## src/rtl/div_32bit_seq.sv

```systemverilog
// div_32bit_seq
//   Multi-cycle restoring divider for the EX stage. One quotient bit per
//   cycle; signed operation divides magnitudes and fixes the signs at the end.
//   Quotient truncates toward zero; a nonzero remainder takes the dividend sign.
//
// Ports
//   clk        rising-edge clock
//   rst_n      asynchronous active-low reset
//   start      request, sampled only in IDLE
//   signed_op  1 = two's-complement operands, sampled with start
//   dividend   numerator, sampled with start
//   divisor    denominator, sampled with start
//   busy       operation in progress (pipeline stalls)
//   done       one-cycle pulse; results valid from this cycle onward
//   quotient   registered quotient
//   remainder  registered remainder
//   div_zero   last completed operation had a zero divisor
//   ovf        last completed operation was most-negative / -1
//
// state | meaning
// ------+------------------------------------------------------------
// IDLE  | waiting for start; zero-divisor and overflow resolve here
// CALC  | WIDTH shift/trial-subtract iterations
// FIX   | apply recorded signs, register results, pulse done

module div_32bit_seq #(
    parameter int WIDTH = 32
) (
    input  logic             clk,
    input  logic             rst_n,
    input  logic             start,
    input  logic             signed_op,
    input  logic [WIDTH-1:0] dividend,
    input  logic [WIDTH-1:0] divisor,
    output logic             busy,
    output logic             done,
    output logic [WIDTH-1:0] quotient,
    output logic [WIDTH-1:0] remainder,
    output logic             div_zero,
    output logic             ovf
);

    localparam int CW = $clog2(WIDTH);
    localparam logic [CW-1:0]    LAST_ITER = CW'(WIDTH - 1);
    localparam logic [WIDTH-1:0] MOST_NEG  = {1'b1, {(WIDTH-1){1'b0}}};

    typedef enum logic [1:0] {S_IDLE, S_CALC, S_FIX} state_t;

    state_t           state_q, state_d;
    logic [WIDTH-1:0] rem_q, rem_d;      // partial remainder
    logic [WIDTH-1:0] dvd_q, dvd_d;      // working dividend, fills with quotient bits
    logic [WIDTH-1:0] dvs_q, dvs_d;      // divisor magnitude
    logic [CW-1:0]    cnt_q, cnt_d;
    logic             q_neg_q, q_neg_d;
    logic             r_neg_q, r_neg_d;
    logic [WIDTH-1:0] quo_q, quo_d;
    logic [WIDTH-1:0] rmd_q, rmd_d;
    logic             dz_q, dz_d;
    logic             ovf_q, ovf_d;
    logic             done_q, done_d;

    logic             dvd_neg, dvs_neg;
    logic [WIDTH-1:0] dvd_abs, dvs_abs;
    logic             is_zero, is_ovf;
    logic [WIDTH:0]   shifted;
    logic [WIDTH+1:0] trial;
    logic             no_borrow;
    logic             trial_unused;

    assign dvd_neg = signed_op & dividend[WIDTH-1];
    assign dvs_neg = signed_op & divisor[WIDTH-1];
    assign dvd_abs = dvd_neg ? -dividend : dividend;
    assign dvs_abs = dvs_neg ? -divisor  : divisor;
    assign is_zero = (divisor == '0);
    assign is_ovf  = signed_op && (dividend == MOST_NEG) && (divisor == '1);

    // Shifted partial remainder needs one extra bit; the trial subtract adds
    // the inverted divisor plus one, and the carry out of the top bit means
    // no borrow (shifted >= divisor).
    assign shifted      = {rem_q, dvd_q[WIDTH-1]};
    assign trial        = {1'b0, shifted} + {2'b01, ~dvs_q} + (WIDTH+2)'(1);
    assign no_borrow    = trial[WIDTH+1];
    assign trial_unused = trial[WIDTH];

    always_ff @(posedge clk or negedge rst_n) begin
        if (!rst_n) begin
            state_q <= S_IDLE;
            rem_q   <= '0;
            dvd_q   <= '0;
            dvs_q   <= '0;
            cnt_q   <= '0;
            q_neg_q <= 1'b0;
            r_neg_q <= 1'b0;
            quo_q   <= '0;
            rmd_q   <= '0;
            dz_q    <= 1'b0;
            ovf_q   <= 1'b0;
            done_q  <= 1'b0;
        end else begin
            state_q <= state_d;
            rem_q   <= rem_d;
            dvd_q   <= dvd_d;
            dvs_q   <= dvs_d;
            cnt_q   <= cnt_d;
            q_neg_q <= q_neg_d;
            r_neg_q <= r_neg_d;
            quo_q   <= quo_d;
            rmd_q   <= rmd_d;
            dz_q    <= dz_d;
            ovf_q   <= ovf_d;
            done_q  <= done_d;
        end
    end

    always_comb begin
        state_d = state_q;
        case (state_q)
            S_IDLE: if (start && !is_zero && !is_ovf) state_d = S_CALC;
            S_CALC: if (cnt_q == LAST_ITER) state_d = S_FIX;
            S_FIX:  state_d = S_IDLE;
            default: state_d = S_IDLE;
        endcase
    end

    always_comb begin
        rem_d   = rem_q;
        dvd_d   = dvd_q;
        dvs_d   = dvs_q;
        cnt_d   = cnt_q;
        q_neg_d = q_neg_q;
        r_neg_d = r_neg_q;
        quo_d   = quo_q;
        rmd_d   = rmd_q;
        dz_d    = dz_q;
        ovf_d   = ovf_q;
        done_d  = 1'b0;
        case (state_q)
            S_IDLE: begin
                if (start) begin
                    if (is_zero) begin
                        quo_d  = '1;
                        rmd_d  = dividend;
                        dz_d   = 1'b1;
                        ovf_d  = 1'b0;
                        done_d = 1'b1;
                    end else if (is_ovf) begin
                        quo_d  = dividend;
                        rmd_d  = '0;
                        dz_d   = 1'b0;
                        ovf_d  = 1'b1;
                        done_d = 1'b1;
                    end else begin
                        dvd_d   = dvd_abs;
                        dvs_d   = dvs_abs;
                        rem_d   = '0;
                        cnt_d   = '0;
                        q_neg_d = dvd_neg ^ dvs_neg;
                        r_neg_d = dvd_neg;
                    end
                end
            end
            S_CALC: begin
                rem_d = no_borrow ? trial[WIDTH-1:0] : shifted[WIDTH-1:0];
                dvd_d = {dvd_q[WIDTH-2:0], no_borrow};
                cnt_d = cnt_q + CW'(1);
            end
            S_FIX: begin
                quo_d  = q_neg_q ? -dvd_q : dvd_q;
                rmd_d  = r_neg_q ? -rem_q : rem_q;
                dz_d   = 1'b0;
                ovf_d  = 1'b0;
                done_d = 1'b1;
            end
            default: ;
        endcase
    end

    always_comb begin
        busy      = (state_q != S_IDLE);
        done      = done_q;
        quotient  = quo_q;
        remainder = rmd_q;
        div_zero  = dz_q;
        ovf       = ovf_q;
    end

endmodule

```

## config.mk

```make
export PLATFORM = sky130hd
export DESIGN_NAME = div_32bit_seq
export DESIGN_NICKNAME = d
export VERILOG_FILES = /design/src/rtl/div_32bit_seq.sv
export SDC_FILE = /design/constraint.sdc
export NUM_CORES = 1
export LEC_CHECK = 0
export ABC_AREA = 1
export CELL_PAD_IN_SITES_DETAIL_PLACEMENT = 0
export CELL_PAD_IN_SITES_GLOBAL_PLACEMENT = 1
export CORE_MARGIN = 4
export CORE_UTILIZATION = 41
export CTS_BUF_LIST = sky130_fd_sc_hd__clkbuf_16
export CTS_CLUSTER_DIAMETER = 200
export DETAILED_ROUTE_END_ITERATION = 12
export GPL_ROUTABILITY_DRIVEN = 0
export PLACE_DENSITY = 0.83
export SYNTH_ARGS = -nofsm -noshare
export SYNTH_HDL_FRONTEND = slang
export SYNTH_SLANG_ARGS = --single-unit
```

## constraint.sdc

```tcl
create_clock -name clk -period 2.5 [get_ports clk]
set_input_delay 0.5 -clock clk [delete_from_list [all_inputs] [get_ports clk]]
set_output_delay 0.5 -clock clk [all_outputs]
set_load 0.1 [all_outputs]
```

==> impl_metrics.json <==
{
  "finalPower_mw": 25.2,
  "status": "complete, no violations",
  "slew_headroom_pct": 55.4,
  "arrival_ps": 2710,
  "fin_area_um2": 18000,
  "path_class": "input pin to register",
  "ioPinCount": 136,
  "worstSetupEndpointType": "register",
  "die_w_um": 194,
  "syn2layout_area_growth_pct": 27.0,
  "avgSynthCellArea_um2": 6.05,
  "cts.clk_slew.worst_paths_ps": 70,
  "fin_crit_ps": 2350,
  "clock_insertion_delay_worst_skew_ps": 460,
  "fin_crit_sh_pct": 94.1,
  "maxCapViolCount": 0,
  "setup_viol": 0,
  "final_nets": 2747,
  "clockBufferDepth": 2,
  "drcViolationCount": 0,
  "wl_um": 55600,
  "cts_sinks": 172,
  "fp-row-count": 67,
  "wl_per_cell_um": 17.9,
  "place_area_um2": 17300,
  "syn_inst": 2346,
  "synth_nets": 2454,
  "tritoncts": "done",
  "hpwl_um": 45400,
  "synth_cell_types": 42,
  "wl_met3_um": 3780,
  "root_buffer": "clkbuf_16",
  "mostFrequentLayoutCells": "835 x nand2_1, 290 x inv_1, 273 x nand3_1",
  "p_leak_nw": 9.38,
  "grt_pass1_wl_um": 87100,
  "highest_layer": "met4",
  "drt-met1-wl_um": 24300,
  "core_area_um2": 33900,
  "yosys_warnings": 0,
  "skew_ps": 13.7,
  "track_usage_pct": 29.1,
  "multi_input_area_um2": 8460,
  "register_area_um2": 4310,
  "netlist_area_um2": 14200,
  "htreeDepth": 4,
  "ys_ff_latch": 172,
  "dr_wl_met2_um": 24900,
  "min_path_type": "register to register",
  "tightest_slew_ps": 669,
  "fmax_mhz": 425,
  "dr.pass1.iters": 5,
  "synthArstFlopShare_pct": 100,
  "portBuffers": 135,
  "via_per_inst": 5.27,
  "antenna_found_initial": 0,
  "cts_made_buffers": 17,
  "slew_viol_final": 0,
  "required_ps": 2860,
  "die_y_um": 194,
  "layout_commonest_cell": "nand2_1",
  "via_count": 16300,
  "hold_violations": 0,
  "p_per_area_nw_per_um2": 1400,
  "grt_pass1_vias": 15500,
  "cp-start-kind": "input pin",
  "antenna_cells": 0,
  "drive_above_1_share_pct": 13.7,
  "nFillCells": 3505,
  "drt_iter0_markers": 1485,
  "yosysSeqAreaShare_pct": 30.3,
  "die-area_um2": 37700,
  "grt_overflow": 0,
  "ant_nets": 0,
  "path_max_fanout": 71,
  "synth_edf_count": 0,
  "synth_ff_type": "dfrtp_1",
  "grt_max_degree": 72,
  "ir_drop_uv": 1190,
  "start_util_pct": 41.9
}
==> kinds of logic (layout without fill, tap and decap cells) <==
| group | after synthesis | in the layout | synth area share (%) |
|---|---|---|---|
| and+or+nand+nor | 1472 | 1472 | 43.4 |
| buffers and inverters | 371 | 677 | 10.6 |
| AOI/OAI and AO/OA | 241 | 241 | 9.02 |
| DFF | 172 | 172 | 30.3 |
| xor gates and xnor gates | 50 | 50 | 3.08 |
| adders and majority gates | 40 | 40 | 3.58 |
==> sequential cells by signal (all words and copies together) (netlist names) <==
signal and flops:
cnt_q 5, div_zero 1, done 1, dvd_q 32, dvs_q 32, ovf 1, q_neg_q 1, quotient 32
r_neg_q 1, rem_q 32, remainder 32, state_q 2
==> worst max-delay path, stage by stage <==
cell and delay (ps):
clkdlybuf4s50_1 520, buf_4 130, ha_1 130, nand3_1 90, nor2_1 140, nand2_1 80
nor2_1 260, nand3_2 160, nand3_2 110, nand3_4 90, buf_12 200, o21ai_0 240
==> final cells by class <==
type | instances | share of cell area, %
Clock buffer | 17 | 2.36
Timing Repair Buffer | 348 | 16.4
Inverter | 297 | 6.18
Clock inverter | 15 | 1.14
Tap cell | 448 | 3.11
Multi-Input combinational cell | 1803 | 46.9
Sequential cell | 172 | 23.9
==> synth_stat cells (20+ instances only) <==
library cell / number / area (um2)
inv_1: 289 / 1080
nand2_1: 840 / 3150
o21ai_0: 142 / 711
nor3_1: 20 / 100
nor2_1: 242 / 908
a21oi_1: 51 / 255
clkbuf_1: 31 / 116
xor2_1: 35 / 307
nand4_1: 55 / 344
ha_1: 39 / 488
nand3_1: 274 / 1370
dfrtp_1: 172 / 4300
==> power by group <==
| part | leakage, nW | internal (mW) | switching, mW |
|---|---|---|---|
| clock | 0.306 | 1.61 | 1.29 |
| sequential | 2.12 | 4.04 | 1.28 |
| combinational | 6.95 | 5.47 | 11.5 |
==> path summary, 6_finish.rpt <==
path                       cells past startpoint            end          from  slack, ps
min in group asynchronous                      2  remainder[30]         rst_n        520
setup / recovery                              12   quotient[13]    divisor[1]        150
setup reg to reg                              13      rem_q[26]     rem_q[10]        160
max in group asynchronous                      3       dvs_q[5]         rst_n       1210
hold reg to reg                                2   quotient[27]  quotient[27]        480
hold / removal                                 2   quotient[27]  quotient[27]        480
==> per-layer routing <==
| layer | vias to the layer above | global-route usage, % |
|---|---|---|
| met5 | - | 0 |
| met4 | 0 | 12.9 |
| met3 | 125 | 4.07 |
| met2 | 671 | 46.7 |
| met1 | 7487 | 39.4 |
| li1 | 8060 | - |
==> metrics by stage <==
stage	setup WS, ps	instances	hold WS, ps	util (%)	TNS (ps)
floorplan	426	2346	204	-	0
global placement	-208	3066	442	51.1	-17990
detailed placement	-217	3066	441	51.1	-22960
CTS	89.2	3099	485	53.0	0
global route	-9.84	3100	499	53.2	-10.6
finish	147	3100	484	53.2	0
==> what timing repair did <==
item,in CTS,in global routing
hold endpoints to repair,33,0
resized for setup,0,16
hold buffers,1,0
endpoints found under the setup margin,0,26
buffers inserted,0,1
No activity file was read; power rests on OpenSTA's default activity.
